### config.mk
export PLATFORM = sky130hd
export DESIGN_NAME = piso_serializer_8bit_flat
export DESIGN_NICKNAME = d
export VERILOG_FILES = /design/src/rtl/piso_serializer_8bit_if.sv /design/src/rtl/piso_serializer_8bit.sv /design/src/flat_wrapper.sv
export SDC_FILE = /design/constraint.sdc
export NUM_CORES = 1
export LEC_CHECK = 0
export BUFFER_PORTS_ARGS = -buffer_cell sky130_fd_sc_hd__buf_2
export CAP_MARGIN = 10
export CORE_UTILIZATION = 57
export CTS_CLUSTER_SIZE = 10
export DETAILED_ROUTE_END_ITERATION = 7
export HOLD_SLACK_MARGIN = 0.05
export PLACE_DENSITY = 0.81
export RECOVER_POWER = 100
export SLEW_MARGIN = 40
export SYNTH_ARGS = -nofsm -noshare
export SYNTH_HDL_FRONTEND = slang
export SYNTH_SLANG_ARGS = --single-unit
### constraint.sdc
create_clock -name clk -period 4.15 [get_ports clk]
set_clock_uncertainty 0.05 [all_clocks]
set_input_delay 0 -clock clk [delete_from_list [all_inputs] [get_ports clk]]
set_output_delay 0 -clock clk [all_outputs]
set_load 0.1 [all_outputs]
### src/rtl/piso_serializer_8bit_if.sv
// Byte-in / bit-out bus for the PISO serializer: parallel handshake,
// bit-rate enable and the serial stream with its framing strobes.
interface piso_if #(
    parameter int WIDTH = 8
);
    logic [WIDTH-1:0] din;
    logic             din_valid;
    logic             din_ready;
    logic             en;
    logic             so;
    logic             so_valid;
    logic             frame_start;
    logic             frame_end;
    logic             busy;

    // Source side: offers bytes, paces the bit rate, watches the stream.
    modport master (
        output din, din_valid, en,
        input  din_ready, so, so_valid, frame_start, frame_end, busy
    );

    // Serializer side.
    modport slave (
        input  din, din_valid, en,
        output din_ready, so, so_valid, frame_start, frame_end, busy
    );
endinterface

### src/rtl/piso_serializer_8bit.sv
// Double-buffered parallel-in serial-out transmitter: one-entry holding
// register feeding a shifter, so back-to-back bytes leave with no idle bits.
module piso_serializer_8bit #(
    parameter int WIDTH      = 8,
    parameter bit MSB_FIRST  = 1'b1,
    parameter bit IDLE_LEVEL = 1'b0
) (
    input  logic   clk,
    input  logic   reset,
    piso_if.slave  bus
);

    localparam int CNT_W = (WIDTH > 1) ? $clog2(WIDTH) : 1;
    localparam logic [CNT_W-1:0] LAST_BIT = CNT_W'(WIDTH - 1);

    typedef enum logic {
        IDLE  = 1'b0,
        SHIFT = 1'b1
    } state_t;

    state_t           state_reg, state_next;
    logic [WIDTH-1:0] hold_reg, hold_next;
    logic             hold_full_reg, hold_full_next;
    logic [WIDTH-1:0] shreg_reg, shreg_next;
    logic [CNT_W-1:0] bit_cnt_reg, bit_cnt_next;

    logic last_bit;
    logic load;
    logic din_ready;
    logic xfer;

    // The last bit is only consumed on an enabled cycle; that is also the
    // moment the shifter may be refilled from hold without a gap.
    assign last_bit  = (state_reg == SHIFT) && bus.en && (bit_cnt_reg == LAST_BIT);
    assign load      = hold_full_reg && ((state_reg == IDLE) || last_bit);
    assign din_ready = !reset && (!hold_full_reg || load);
    assign xfer      = bus.din_valid && din_ready;

    always_ff @(posedge clk) begin
        if (reset) begin
            state_reg     <= IDLE;
            hold_reg      <= '0;
            hold_full_reg <= 1'b0;
            shreg_reg     <= '0;
            bit_cnt_reg   <= '0;
        end else begin
            state_reg     <= state_next;
            hold_reg      <= hold_next;
            hold_full_reg <= hold_full_next;
            shreg_reg     <= shreg_next;
            bit_cnt_reg   <= bit_cnt_next;
        end
    end

    always_comb begin
        state_next     = state_reg;
        hold_next      = hold_reg;
        hold_full_next = hold_full_reg;
        shreg_next     = shreg_reg;
        bit_cnt_next   = bit_cnt_reg;

        // A transfer can only land in hold when it is empty or being drained.
        if (xfer) begin
            hold_next      = bus.din;
            hold_full_next = 1'b1;
        end else if (load) begin
            hold_full_next = 1'b0;
        end

        if (load) begin
            shreg_next   = hold_reg;
            bit_cnt_next = '0;
            state_next   = SHIFT;
        end else if (state_reg == SHIFT && bus.en) begin
            if (bit_cnt_reg == LAST_BIT) begin
                state_next   = IDLE;
                bit_cnt_next = '0;
            end else begin
                bit_cnt_next = bit_cnt_reg + 1'b1;
                if (MSB_FIRST) begin
                    shreg_next = {shreg_reg[WIDTH-2:0], 1'b0};
                end else begin
                    shreg_next = {1'b0, shreg_reg[WIDTH-1:1]};
                end
            end
        end
    end

    logic tx_bit;
    assign tx_bit = MSB_FIRST ? shreg_reg[WIDTH-1] : shreg_reg[0];

    assign bus.din_ready   = din_ready;
    assign bus.so_valid    = (state_reg == SHIFT);
    assign bus.so          = (state_reg == SHIFT) ? tx_bit : IDLE_LEVEL;
    assign bus.frame_start = (state_reg == SHIFT) && bus.en && (bit_cnt_reg == '0);
    assign bus.frame_end   = last_bit;
    assign bus.busy        = hold_full_reg || (state_reg == SHIFT);

endmodule

### src/flat_wrapper.sv
// flat-port wrapper written by rule: the top's interface ports become plain ports
module piso_serializer_8bit_flat 
#(
    parameter int WIDTH      = 8,
    parameter bit MSB_FIRST  = 1'b1,
    parameter bit IDLE_LEVEL = 1'b0
)
  (clk, reset, bus_din, bus_din_valid, bus_en, bus_din_ready, bus_so, bus_so_valid, bus_frame_start, bus_frame_end, bus_busy);
  piso_if #(.WIDTH(WIDTH)) bus_i ();
  input  logic clk;
  input  logic reset;
  input wire logic [$bits(bus_i.din)-1:0] bus_din;
  input wire logic [$bits(bus_i.din_valid)-1:0] bus_din_valid;
  input wire logic [$bits(bus_i.en)-1:0] bus_en;
  output wire logic [$bits(bus_i.din_ready)-1:0] bus_din_ready;
  output wire logic [$bits(bus_i.so)-1:0] bus_so;
  output wire logic [$bits(bus_i.so_valid)-1:0] bus_so_valid;
  output wire logic [$bits(bus_i.frame_start)-1:0] bus_frame_start;
  output wire logic [$bits(bus_i.frame_end)-1:0] bus_frame_end;
  output wire logic [$bits(bus_i.busy)-1:0] bus_busy;
  assign bus_i.din = bus_din;
  assign bus_i.din_valid = bus_din_valid;
  assign bus_i.en = bus_en;
  assign bus_din_ready = bus_i.din_ready;
  assign bus_so = bus_i.so;
  assign bus_so_valid = bus_i.so_valid;
  assign bus_frame_start = bus_i.frame_start;
  assign bus_frame_end = bus_i.frame_end;
  assign bus_busy = bus_i.busy;
  piso_serializer_8bit #(.WIDTH(WIDTH), .MSB_FIRST(MSB_FIRST), .IDLE_LEVEL(IDLE_LEVEL)) u_core (.clk(clk), .reset(reset), .bus(bus_i));
endmodule
Word-level counts from Yosys, hierarchy flattened
Index checks and enable logic that the tools add are counted.
{ "totals": {"mem_bits_rw": 0, "word_cells": 37, "mem_count": 0, "reg_bits": 21, "output_inout_bits": 6, "mem_bits_ro": 0, "latchBits": 0, "in_bits": 12} }
{ "classes": {"mux": 10, "div_mod_pow": 0, "n_bitwise": 1, "eq_ne": 2, "n_shift": 0, "add_sub_neg": 1, "magnitude_cmp": 0, "reduce_logical": 18, "n_mul": 0} }
{ "op_table": {"columns": ["cell", "count"], "rows": [
  ["$mux 8", 3],
  ["$logic_and 1x1->1", 6],
  ["$mux 1", 6],
  ["$reduce_bool 2->1", 3],
  ["$reduce_and 2->1", 2],
  ["$add 3x1->3 const B", 1],
  ["$eq 3x3->1 const B", 1],
  ["$logic_not 3->1", 1],
  ["$logic_or 1x1->1", 3],
  ["$mux 3", 1],
  ["$logic_not 1->1", 2],
  ["$ne 2x1->1 const B", 1],
  ["$reduce_or 2->1", 1],
  ["$not 1->1", 1]
]} }

Logic depth before layout (Yosys ltp)
Gate-level depths: netlist of run 1.
{ "logic_depth": {"depth_word": 8, "mapped_depth": 6, "mapped_depth_nobuf": 5} }

Least setup slack after synthesis of run 1
OpenSTA, ideal clock, no wires.
{ "synth_timing": {"path_kind": "reg2out", "startpoint": "register u_core.state_reg, in the netlist u_core.bus.so_valid", "endpoint": "output bus_frame_start", "path_stages_with_launch": 3, "t_arrival_ns": 3.577, "path_slack_ns": 0.523, "n_path_buf": 0, "required_ns": 4.100, "cell_sequence": "dfxtp_1 -> nand2_1 -> nor3b_1"} }
{ "synth_between": {"elab_chain_len": 2} }
{ "synth_rtl": {"columns": ["item", "line_no", "rtl"], "rows": [
  ["from (decl)", "piso_serializer_8bit.sv:21", "state_t state_reg, state_next;"],
  ["from (signal assigned)", "piso_serializer_8bit.sv:47", "state_reg <= state_next;"],
  ["$logic_and 1x1->1 (2 in series)", "piso_serializer_8bit.sv:95", "assign bus.frame_start = (state_reg == SHIFT) && bus.en && (bit_cnt_reg == '0);"],
  ["to (decl)", "flat_wrapper.sv:18", "output wire logic [$bits(bus_i.frame_start)-1:0] bus_frame_start;"]
]} }
No other way between the ends.

Final worst setup path of run 1
{ "layout_timing": {"startpoint": "register u_core.bit_cnt_reg[0]", "endpoint": "register u_core.hold_reg[0]"} }
{ "layout_between": {"elab_chain_len": 7} }
{ "layout_rtl": {"columns": ["item", "line_no", "rtl"], "rows": [
  ["from (decl)", "piso_serializer_8bit.sv:25", "logic [CNT_W-1:0] bit_cnt_reg, bit_cnt_next;"],
  ["from (signal assigned)", "piso_serializer_8bit.sv:51", "bit_cnt_reg <= bit_cnt_next;"],
  ["$eq 3x3->1", "piso_serializer_8bit.sv:34", "assign last_bit = (state_reg == SHIFT) && bus.en && (bit_cnt_reg == LAST_BIT);"],
  ["$logic_and 1x1->1", "piso_serializer_8bit.sv:34", null],
  ["$logic_or 1x1->1", "piso_serializer_8bit.sv:35", "assign load = hold_full_reg && ((state_reg == IDLE) || last_bit);"],
  ["$logic_and 1x1->1", "piso_serializer_8bit.sv:35", null],
  ["$logic_or 1x1->1", "piso_serializer_8bit.sv:36", "assign din_ready = !reset && (!hold_full_reg || load);"],
  ["$logic_and 1x1->1", "piso_serializer_8bit.sv:36", null],
  ["$logic_and 1x1->1", "piso_serializer_8bit.sv:37", "assign xfer = bus.din_valid && din_ready;"],
  ["to (signal assigned)", "piso_serializer_8bit.sv:48", "hold_reg <= hold_next;"],
  ["to (decl)", "piso_serializer_8bit.sv:22", "logic [WIDTH-1:0] hold_reg, hold_next;"]
]} }
No other way between the ends.
A chain may end at the register's enable or synchronous reset.

==> results.yml, run 1 <==
yosys:
  yosys.cell_count.top_type: "sky130_fd_sc_hd__dfxtp_1"
  synthesis.nets: 117
  ys.flop_type: "sky130_fd_sc_hd__dfxtp_1"
  netlist.top_cell.by_area: "sky130_fd_sc_hd__dfxtp_1"
  synthCells: 102
  synthesis.area_um2: 1032
  synthTopCellsByArea: "sky130_fd_sc_hd__dfxtp_1 41%, sky130_fd_sc_hd__mux2_4 12%, sky130_fd_sc_hd__o221a_1 6.5%"
  yosys.cell_types.count: 28
  syn_avg_cell_area_um2: 10.12
  synth.top_cell.area_share_pct: 40.73
  number_of_synthesized_flops_with_an_enable_pin: 0
  synth_warnings: 0
  synth_sequential_area_ratio_pct: 40.73
  synth.top_cells.by_count: "21 x sky130_fd_sc_hd__dfxtp_1, 10 x sky130_fd_sc_hd__a21oi_1, 9 x sky130_fd_sc_hd__inv_1, 9 x sky130_fd_sc_hd__nor2b_1, 8 x sky130_fd_sc_hd__mux2_4"
  yosys_register_bits: 21
  synth_async_sr_flop_share_pct: 0
floorplanning:
  top_level_ports: 18
  die_x_um: 44.56
  effective_utilization_at_floorplan_pct: 60.44
  die_h_um: 44.56
  fp.dieArea_um2: 1985
  core_um2: 1708
  placementRows: 15
worst_setup_path:
  worst-setup-path-type: "register to register"
  critical_path_peak_fanout: 8
  worst-endpoint-required_ns: 4.30
  startpoint_type: "register"
  timing.critical_path.to_type: "register"
  critical_path_arrival_ns: 2.70
placed_design:
  number_of_buffer_cells_added_on_primary_ports: 17
  gp_congestion: 0.7441
  preCtsSetupSlack_ns: 2.271
  place_hpwl_mm: 1.311
clock_tree:
  tritoncts: "yes"
  cts.hold.buffers_added: 11
  clock_latency_ns: 0.30
  cts_repair_resize_count: 0
  htreeDepth: 1
  cts_inserted_buffers: 3
  clock_sinks: 21
  clock_tree.buffer_depth: 2
  cts_root_buffer: "sky130_fd_sc_hd__clkbuf_4"
  post_cts.repair.setup_buffers: 0
  clk_transition_reported_paths_ns: 0.11
sta:
  final.setup.tns_ns: 0
  post-route-min-period_ns: 2.549
  final.period_utilization_pct: 61.42
  timing.fmax_mhz: 392.3
  max_slew_margin_pct: 22.55
  setup_viol: 0
  postLayoutSetupSlackWorst_ns: 1.601
  finalMaxSlewViolations: 0
  final_hold_viol_count: 0
  unrepaired_setup_endpoints_after_global_routing: "false"
  tightestPinTransition_ns: 1.167
power:
  cellPowerDensity_nw_per_um2: 340.4
  lkg_pwr_nw: 0.5269
  vdd_drop_max_mv: 0.2010
  fin_total_pwr_mw: 0.4135
detailed_routing:
  drt_pre_antenna_iters: 4
  wirelength_met1_um: 885
  drc_violation_count_after_routing: 0
  met3_length_um: 112
  vias_after_detailed_routing: 805
  dr.max_layer_used: "met4"
  wirelength_mm: 2.047
  dr.first_iter.drc_count: 10
  route.antenna.remaining_nets: 0
  route.met2.wl_mm: 1.028
  detail_route.wl_per_cell_um: 13.38
  avgViaCountPerCell: 5.261
worst_hold_path:
  worst_hold_path_type: "primary input to register"
global_route:
  grt.overflow.total: 0
  via_count_of_the_first_global_routing_pass: 779
  overall_track_demand_over_capacity_in_global_routing_pct: 23.27
  grt_first_pass_wirelength_mm: 3.318
  grt_antenna_before_repair: 0
  grt_max_degree: 25
cells_and_area:
  multi_input_comb_area_um2: 515.5
  area_delta_synth_final_pct: 17.70
  area_of_all_sequential_standard_cells_um2: 420.4
  nets: 144
  drive_above_1_share_pct: 17.97
  filler_cell_count: 132
  antenna_cells: 0
outcome:
  run_status: "complete, no violations"
run:
  max_cap_viol_count: 0
-- metal layers --
layer,track usage [%],vias to the layer above
met5,0,-
met4,5.455,0
met3,7.347,4
met2,42.35,19
met1,26.20,378
li1,-,404
-- per-stage QoR --
step	util, %	hold WS, ns	cell area [um2]	std cells
finish	71.14	0.04091	1215	153
global placement	65.35	0.1753	1116	138
floorplan	-	0.06743	1032	102
global route	71.14	0.07681	1215	153
CTS	73.33	0.07685	1252	153
detailed placement	65.35	0.1789	1116	138
-- area by class of cell --
cell class | count | area share [%]
Tap cell | 25 | 2.575
Inverter | 9 | 2.781
Multi-Input combinational cell | 66 | 42.43
Timing Repair Buffer | 28 | 15.45
Sequential cell | 21 | 34.60
Clock buffer | 4 | 2.163
-- layout by cell type, fill, tap and decap left out, types with 2 or more instances in the layout --
master,n
sky130_fd_sc_hd__a21oi_1,11
sky130_fd_sc_hd__buf_2,11
sky130_fd_sc_hd__clkbuf_1,7
sky130_fd_sc_hd__clkbuf_4,3
sky130_fd_sc_hd__dfxtp_1,21
sky130_fd_sc_hd__dlygate4sd3_1,11
sky130_fd_sc_hd__ha_1,3
sky130_fd_sc_hd__inv_1,9
sky130_fd_sc_hd__mux2_2,2
sky130_fd_sc_hd__mux2_4,6
sky130_fd_sc_hd__mux2i_1,3
sky130_fd_sc_hd__nand2b_1,4
sky130_fd_sc_hd__nor2_1,6
sky130_fd_sc_hd__nor2b_1,9
sky130_fd_sc_hd__nor3_1,2
sky130_fd_sc_hd__nor3b_1,2
sky130_fd_sc_hd__o221a_1,6
-- logic make-up (layout without fill, tap and decap cells) --
| logic type | Yosys count | after routing | synth area share, % |
|---|---|---|---|
| compound gates | 23 | 23 | 18.42 |
| fa+ha+maj | 3 | 3 | 3.637 |
| buf+inv | 15 | 41 | 6.424 |
| flops | 21 | 21 | 40.73 |
| mux | 11 | 11 | 14.55 |
| simple gates | 29 | 29 | 16.24 |
-- critical path: stages (launching register included) --
cell	delay, ns
sky130_fd_sc_hd__dfxtp_1	0.40
sky130_fd_sc_hd__ha_1	0.19
sky130_fd_sc_hd__ha_1	0.25
sky130_fd_sc_hd__a21boi_0	0.23
sky130_fd_sc_hd__a21oi_1	0.91
sky130_fd_sc_hd__mux2_2	0.42
-- report_power, final --
| part | internal, mW | switching, mW |
|---|---|---|
| registers | 0.217 | 0.0107 |
| logic | 0.0378 | 0.0516 |
| clock network | 0.0375 | 0.0586 |
-- path summary, 6_finish.rpt --
path	endpoint	slack [ns]	start	depth (start not counted)
max reg2reg	u_core.hold_reg[0]	1.60	u_core.bit_cnt_reg[0]	5
max	u_core.hold_reg[0]	1.60	u_core.bit_cnt_reg[0]	5
min reg2reg	u_core.shreg_reg[0]	0.44	u_core.shreg_reg[0]	2
min	u_core.bit_cnt_reg[0]	0.04	bus_en	3
Note: power is estimated with default switching activity, not from simulation.
==> run 2, diff against run 1 <==
ABC_AREA = 1   (was not set)
CORE_ASPECT_RATIO = 0.7   (was not set)
CORE_UTILIZATION = 48   (was 57)
PLACE_DENSITY = 0.73   (was 0.81)
clock period = 2.2 ns   (was 4.15 ns; I/O delays follow)
==> run 2 against run 1 <==
Net effect:
- sequential share of layout area down 3.2 points
- combinational power up 140%
- synthesized area is 1.6% higher
- register-to-register slack worse by 1.5 ns
- largest cell class unchanged
- sequential power rose by 93%
- power grew 100%
- the flow now finishes with violations (DRC)
- core utilization decreased by 2.0 points
- maximum frequency increased by 24%
==> results.yml, run 2 <==
clock_tree:
  post_cts.repair.setup_buffers: 0
  cts_root_buffer: "sky130_fd_sc_hd__clkbuf_4"
  clock_tree.buffer_depth: 2
  clock_sinks: 21
  clock_latency_ns: 0.31
  clk_transition_reported_paths_ns: 0.12
  cts_inserted_buffers: 3
  htreeDepth: 1
  tritoncts: "yes"
sta:
  post-route-min-period_ns: 2.057
  finalMaxSlewViolations: 0
  final_hold_viol_count: 0
  final.setup.tns_ns: 0
  setup_viol: 0
  final.period_utilization_pct: 93.49
  tightestPinTransition_ns: 1.160
  worst_slack_on_hold_paths_ns: 0.2104
  unrepaired_setup_endpoints_after_global_routing: "false"
  timing.fmax_mhz: 486.2
  max_slew_margin_pct: 23.03
floorplanning:
  core_um2: 1952
  placementRows: 13
  effective_utilization_at_floorplan_pct: 53.72
  top_level_ports: 18
  fp.dieArea_um2: 2378
  die_x_um: 57.86
  die_h_um: 41.11
global_route:
  grt_max_degree: 14
  grt.overflow.total: 0
  grt_first_pass_wirelength_mm: 3.746
  grt.met2_usage_pct: 38.22
  via_count_of_the_first_global_routing_pass: 841
  met3_usage_pct: 6.940
  grt_antenna_before_repair: 0
  overall_track_demand_over_capacity_in_global_routing_pct: 22.20
  grt_util_met1_pct: 27.48
  globalRoute.busiestLayer: "met2"
power:
  fin_total_pwr_mw: 0.8468
  cellPowerDensity_nw_per_um2: 627.8
  lkg_pwr_nw: 0.6208
  vdd_drop_max_mv: 0.3690
yosys:
  synth_async_sr_flop_share_pct: 0
  synth_sequential_area_ratio_pct: 40.10
  yosys.cell_count.top_type: "sky130_fd_sc_hd__nand2_1"
  synthTopCellsByArea: "sky130_fd_sc_hd__dfxtp_1 40%, sky130_fd_sc_hd__nand3_1 12%, sky130_fd_sc_hd__nand2_1 10%"
  yosys.cell_types.count: 21
  synthCells: 140
  yosys_register_bits: 21
  synthesis.nets: 155
  ys.flop_type: "sky130_fd_sc_hd__dfxtp_1"
  synth.top_cell.area_share_pct: 40.10
  synthesis.area_um2: 1049
  syn_avg_cell_area_um2: 7.489
  synth.top_cells.by_count: "29 x sky130_fd_sc_hd__nand2_1, 26 x sky130_fd_sc_hd__nand3_1, 21 x sky130_fd_sc_hd__dfxtp_1, 21 x sky130_fd_sc_hd__inv_1, 11 x sky130_fd_sc_hd__a21oi_1"
  netlist.top_cell.by_area: "sky130_fd_sc_hd__dfxtp_1"
  number_of_synthesized_flops_with_an_enable_pin: 0
  synth_warnings: 0
worst_setup_path:
  logic_depth_of_the_worst_setup_path_including_buffers: 9
  critical_path_arrival_ns: 2.27
  worst-endpoint-required_ns: 2.41
  critical_path.most_common_cell: "sky130_fd_sc_hd__ha_1"
  critical_path.n_buffers_inverters: 2
  timing.critical_path.cells: "ha_1, ha_1, inv_2, nand2_8, nand2_4, a21oi_1, nand3_1, dlygate4sd3_1, nand2_1"
  critical_path_peak_fanout: 10
  timing.reg2reg.worst_path_depth: 9
  startpoint_type: "register"
  timing.critical_path.to_type: "register"
  worst-setup-path-type: "register to register"
  cp_delay_by_family_top: "buffers and inverters"
  slowest_cell_on_the_critical_path: "sky130_fd_sc_hd__dlygate4sd3_1"
  timing.critical_path.slowest_cell_delay_ns: 0.57
detailed_routing:
  vias_after_detailed_routing: 1020
  wirelength_mm: 2.429
  route.antenna.remaining_nets: 0
  dr.first_iter.drc_count: 30
  drc_violation_count_after_routing: 2
  avgViaCountPerCell: 5.178
  drt_pre_antenna_iters: 6
  detail_route.wl_per_cell_um: 12.33
cells_and_area:
  antenna_cells: 0
  finalCoreUtilization_pct: 69.10
  filler_cell_count: 175
  most_common_cell_after_layout_fill_and_taps_aside: "sky130_fd_sc_hd__nand2_1"
  mostFrequentLayoutCells: "30 x sky130_fd_sc_hd__nand2_1, 28 x sky130_fd_sc_hd__nand3_1, 21 x sky130_fd_sc_hd__inv_1"
  nets: 191
  area_delta_synth_final_pct: 28.64
  multi_input_comb_area_um2: 518.0
  drive_above_1_share_pct: 18.29
  final_cell_area_um2: 1349
  area_of_all_sequential_standard_cells_um2: 424.2
outcome:
  run_status: "finished with violations"
  violations_in_the_final_reports: "DRC"
worst_hold_path:
  hold_depth: 3
  worst_hold_path_type: "primary input to register"
placed_design:
  placed_cell_area_um2: 1146
  place_hpwl_mm: 1.586
  gp_congestion: 0.7558
  number_of_buffer_cells_added_on_primary_ports: 17
run:
  max_cap_viol_count: 0
run 2: worst reg2reg max path, stage by stage (launching register included):
cell	delay (ns)
sky130_fd_sc_hd__dfxtp_2	0.37
sky130_fd_sc_hd__ha_1	0.15
sky130_fd_sc_hd__ha_1	0.19
sky130_fd_sc_hd__inv_2	0.08
sky130_fd_sc_hd__nand2_8	0.09
sky130_fd_sc_hd__nand2_4	0.08
sky130_fd_sc_hd__a21oi_1	0.27
sky130_fd_sc_hd__nand3_1	0.10
sky130_fd_sc_hd__dlygate4sd3_1	0.57
sky130_fd_sc_hd__nand2_1	0.07
run 2: logic make-up after synthesis:
| group | synth area share [%] |
|---|---|
| adders and majority gates | 3.580 |
| DFF | 40.10 |
| buffers and inverters | 11.10 |
| and+or+nand+nor | 37.47 |
| AOI/OAI and AO/OA | 7.757 |
run 2: metal layers:
metal / vias up / wire, um
met3: 2 / 97
met5: - / 0
met1: 467 / 1203
li1: 527 / -
met4: 0 / 13
met2: 24 / 1114
run 2: through the flow:
step / cells / worst slack, ns
after floorplan: 140 / 0.2217
after global placement: 174 / 0.5219
after detailed placement: 174 / 0.4696
after CTS: 196 / 0.1101
after global routing: 197 / 0.02647
final: 197 / 0.1432
run 2: final timing paths:
kind	slack (ns)	end	startpoint
max	0.14	u_core.hold_reg[2]	u_core.bit_cnt_reg[0]
min	0.21	u_core.hold_full_reg	bus_din_valid
max reg2reg	0.14	u_core.hold_reg[2]	u_core.bit_cnt_reg[0]
min reg2reg	0.44	u_core.hold_reg[0]	u_core.hold_reg[0]
run 2: cell type report:
cell class / count / area share (%)
Clock buffer: 3 / 1.670
Tap cell: 22 / 2.041
Timing Repair Buffer: 35 / 19.48
Clock inverter: 1 / 0.5566
Inverter: 23 / 6.401
Sequential cell: 21 / 31.45
Multi-Input combinational cell: 92 / 38.40
run 2: timing repair:
action,4_1_cts,5_1_grt
endpoints found under the hold margin,18,0
hold buffers,18,0
endpoints found under the setup margin,0,8
gates resized for setup,0,3
run 2: where the power goes:
group	internal [mW]	switching [mW]
clock	0.0694	0.120
sequential	0.412	0.0291
combinational	0.0756	0.140
==> run 3, diff against run 2 <==
CORE_UTILIZATION = 45   (was 48)
PLACE_DENSITY = 0.69   (was 0.73)
==> run 3 against run 2 <==
Net effect:
- the flow now finishes without violations
- register-to-register slack got worse by 0.02 ns
- first-iteration DRC count fell by 3.3%
- die area increased by 6.4%
- maximum frequency decreased by 1.1%
- critical path depth is the same
- global-route usage down 2.4 points
- final area rose by 1.3%
- count of clock-buffer cells in the layout is the same
- hold slack worse by 0.0043 ns
- via count about the same
- critical path type unchanged
- critical endpoint unchanged
- highest routed layer unchanged
==> results.yml, run 3 (synthesis gave the netlist of run 2 again) <==
outcome:
  run_status: "complete, no violations"
clock_tree:
  cts_inserted_buffers: 3
  post_cts.repair.setup_buffers: 0
  clock_tree.buffer_depth: 2
  clock_sinks: 21
  htreeDepth: 1
  clock_latency_ns: 0.31
  tritoncts: "yes"
  cts_root_buffer: "sky130_fd_sc_hd__clkbuf_4"
  clk_transition_reported_paths_ns: 0.12
power:
  fin_total_pwr_mw: 0.8533
  cellPowerDensity_nw_per_um2: 624.5
  lkg_pwr_nw: 0.6248
  vdd_drop_max_mv: 0.3502
run:
  max_cap_viol_count: 0
cells_and_area:
  area_delta_synth_final_pct: 30.31
  antenna_cells: 0
  nets: 191
  filler_cell_count: 218
  area_of_all_sequential_standard_cells_um2: 424.2
  final_cell_area_um2: 1366
  most_common_cell_after_layout_fill_and_taps_aside: "sky130_fd_sc_hd__nand2_1"
  drive_above_1_share_pct: 18.86
  multi_input_comb_area_um2: 521.8
  mostFrequentLayoutCells: "30 x sky130_fd_sc_hd__nand2_1, 28 x sky130_fd_sc_hd__nand3_1, 22 x sky130_fd_sc_hd__inv_1"
global_route:
  grt_antenna_before_repair: 0
  overall_track_demand_over_capacity_in_global_routing_pct: 19.79
  grt.overflow.total: 0
  via_count_of_the_first_global_routing_pass: 899
  grt_max_degree: 14
  grt_first_pass_wirelength_mm: 3.774
floorplanning:
  die_h_um: 42.39
  top_level_ports: 18
  effective_utilization_at_floorplan_pct: 48.27
  core_um2: 2172
  fp.dieArea_um2: 2530
  die_x_um: 59.70
  placementRows: 14
detailed_routing:
  drt_pre_antenna_iters: 4
  dr.first_iter.drc_count: 29
  drc_violation_count_after_routing: 0
  vias_after_detailed_routing: 1019
  detail_route.wl_per_cell_um: 11.15
  route.antenna.remaining_nets: 0
  wirelength_mm: 2.308
  avgViaCountPerCell: 4.923
worst_setup_path:
  worst-endpoint-required_ns: 2.37
  cp_delay_by_family_top: "buffers and inverters"
  timing.critical_path.cells: "ha_1, ha_1, inv_1, nand2_8, nand2_4, a21oi_2, nand3_1, dlygate4sd3_1, nand2_1"
  worst-setup-path-type: "register to register"
  critical_path_arrival_ns: 2.25
  critical_path.n_buffers_inverters: 2
  slowest_cell_on_the_critical_path: "sky130_fd_sc_hd__dlygate4sd3_1"
  startpoint_type: "register"
  timing.critical_path.to_type: "register"
  critical_path_peak_fanout: 10
  critical_path.most_common_cell: "sky130_fd_sc_hd__ha_1"
  timing.critical_path.slowest_cell_delay_ns: 0.56
placed_design:
  place_hpwl_mm: 1.547
  number_of_buffer_cells_added_on_primary_ports: 17
  gp_congestion: 0.7829
  placed_cell_area_um2: 1159
sta:
  setup_viol: 0
  finalMaxSlewViolations: 0
  final.period_utilization_pct: 94.52
  timing.fmax_mhz: 480.9
  max_slew_margin_pct: 23.21
  final_hold_viol_count: 0
  post-route-min-period_ns: 2.079
  tightestPinTransition_ns: 1.157
  worst_slack_on_hold_paths_ns: 0.2061
worst_hold_path:
  worst_hold_path_type: "primary input to register"
[run 3: path summary, 6_finish.rpt]
check                   startpoint  slack [ns]  cells after the start                   end
min reg2reg     u_core.hold_reg[1]        0.43                      2    u_core.hold_reg[1]
max reg2reg  u_core.bit_cnt_reg[0]        0.12                      9    u_core.hold_reg[2]
min                  bus_din_valid        0.21                      3  u_core.hold_full_reg
max          u_core.bit_cnt_reg[0]        0.12                      9    u_core.hold_reg[2]
[run 3: final cells by class]
type | count | share of cell area (%)
inverter | 23 | 6.319
tap | 32 | 2.930
clock buffer | 3 | 1.648
multi-input combinational | 92 | 38.19
sequential | 21 | 31.04
clock inverter | 1 | 0.5495
timing repair buffer | 35 | 19.32
[run 3: per-stage QoR]
stage / setup slack (ns) / utilization (%) / TNS (ns) / cells
floorplan: 0.2217 / - / 0 / 140
global placement: 0.5196 / 53.34 / 0 / 184
global route: -0.01266 / 62.90 / -0.01266 / 207
CTS: 0.09167 / 63.02 / 0 / 206
detailed placement: 0.4693 / 53.34 / 0 / 184
finish: 0.1207 / 62.90 / 0 / 207
[run 3: worst min-delay path, stage by stage]
cell	delay (ns)
sky130_fd_sc_hd__buf_2	0.16
sky130_fd_sc_hd__nand3_1	0.27
sky130_fd_sc_hd__a21oi_1	0.11
[run 3: repair_timing]
| action | 4_1_cts | 5_1_grt |
|---|---|---|
| endpoints found under the hold margin | 18 | 0 |
| hold buffers | 18 | 0 |
| resized for setup | 0 | 3 |
| setup endpoints to repair | 0 | 9 |
[run 3: metal layers]
| layer | GRT usage, % | part of all wire [%] | vias to the layer above |
|---|---|---|---|
| met4 | 5.581 | 0.78 | 0 |
| met5 | 0 | 0 | - |
| met2 | 29.56 | 45 | 25 |
| met1 | 27.50 | 49 | 462 |
| met3 | 5.864 | 4.7 | 5 |
| li1 | - | - | 527 |
[run 3: where the power goes]
part           switching (mW)  internal (mW)  total (mW)
Sequential             0.0283          0.412       0.440
Clock                   0.126         0.0695       0.196
Combinational           0.141         0.0761       0.217
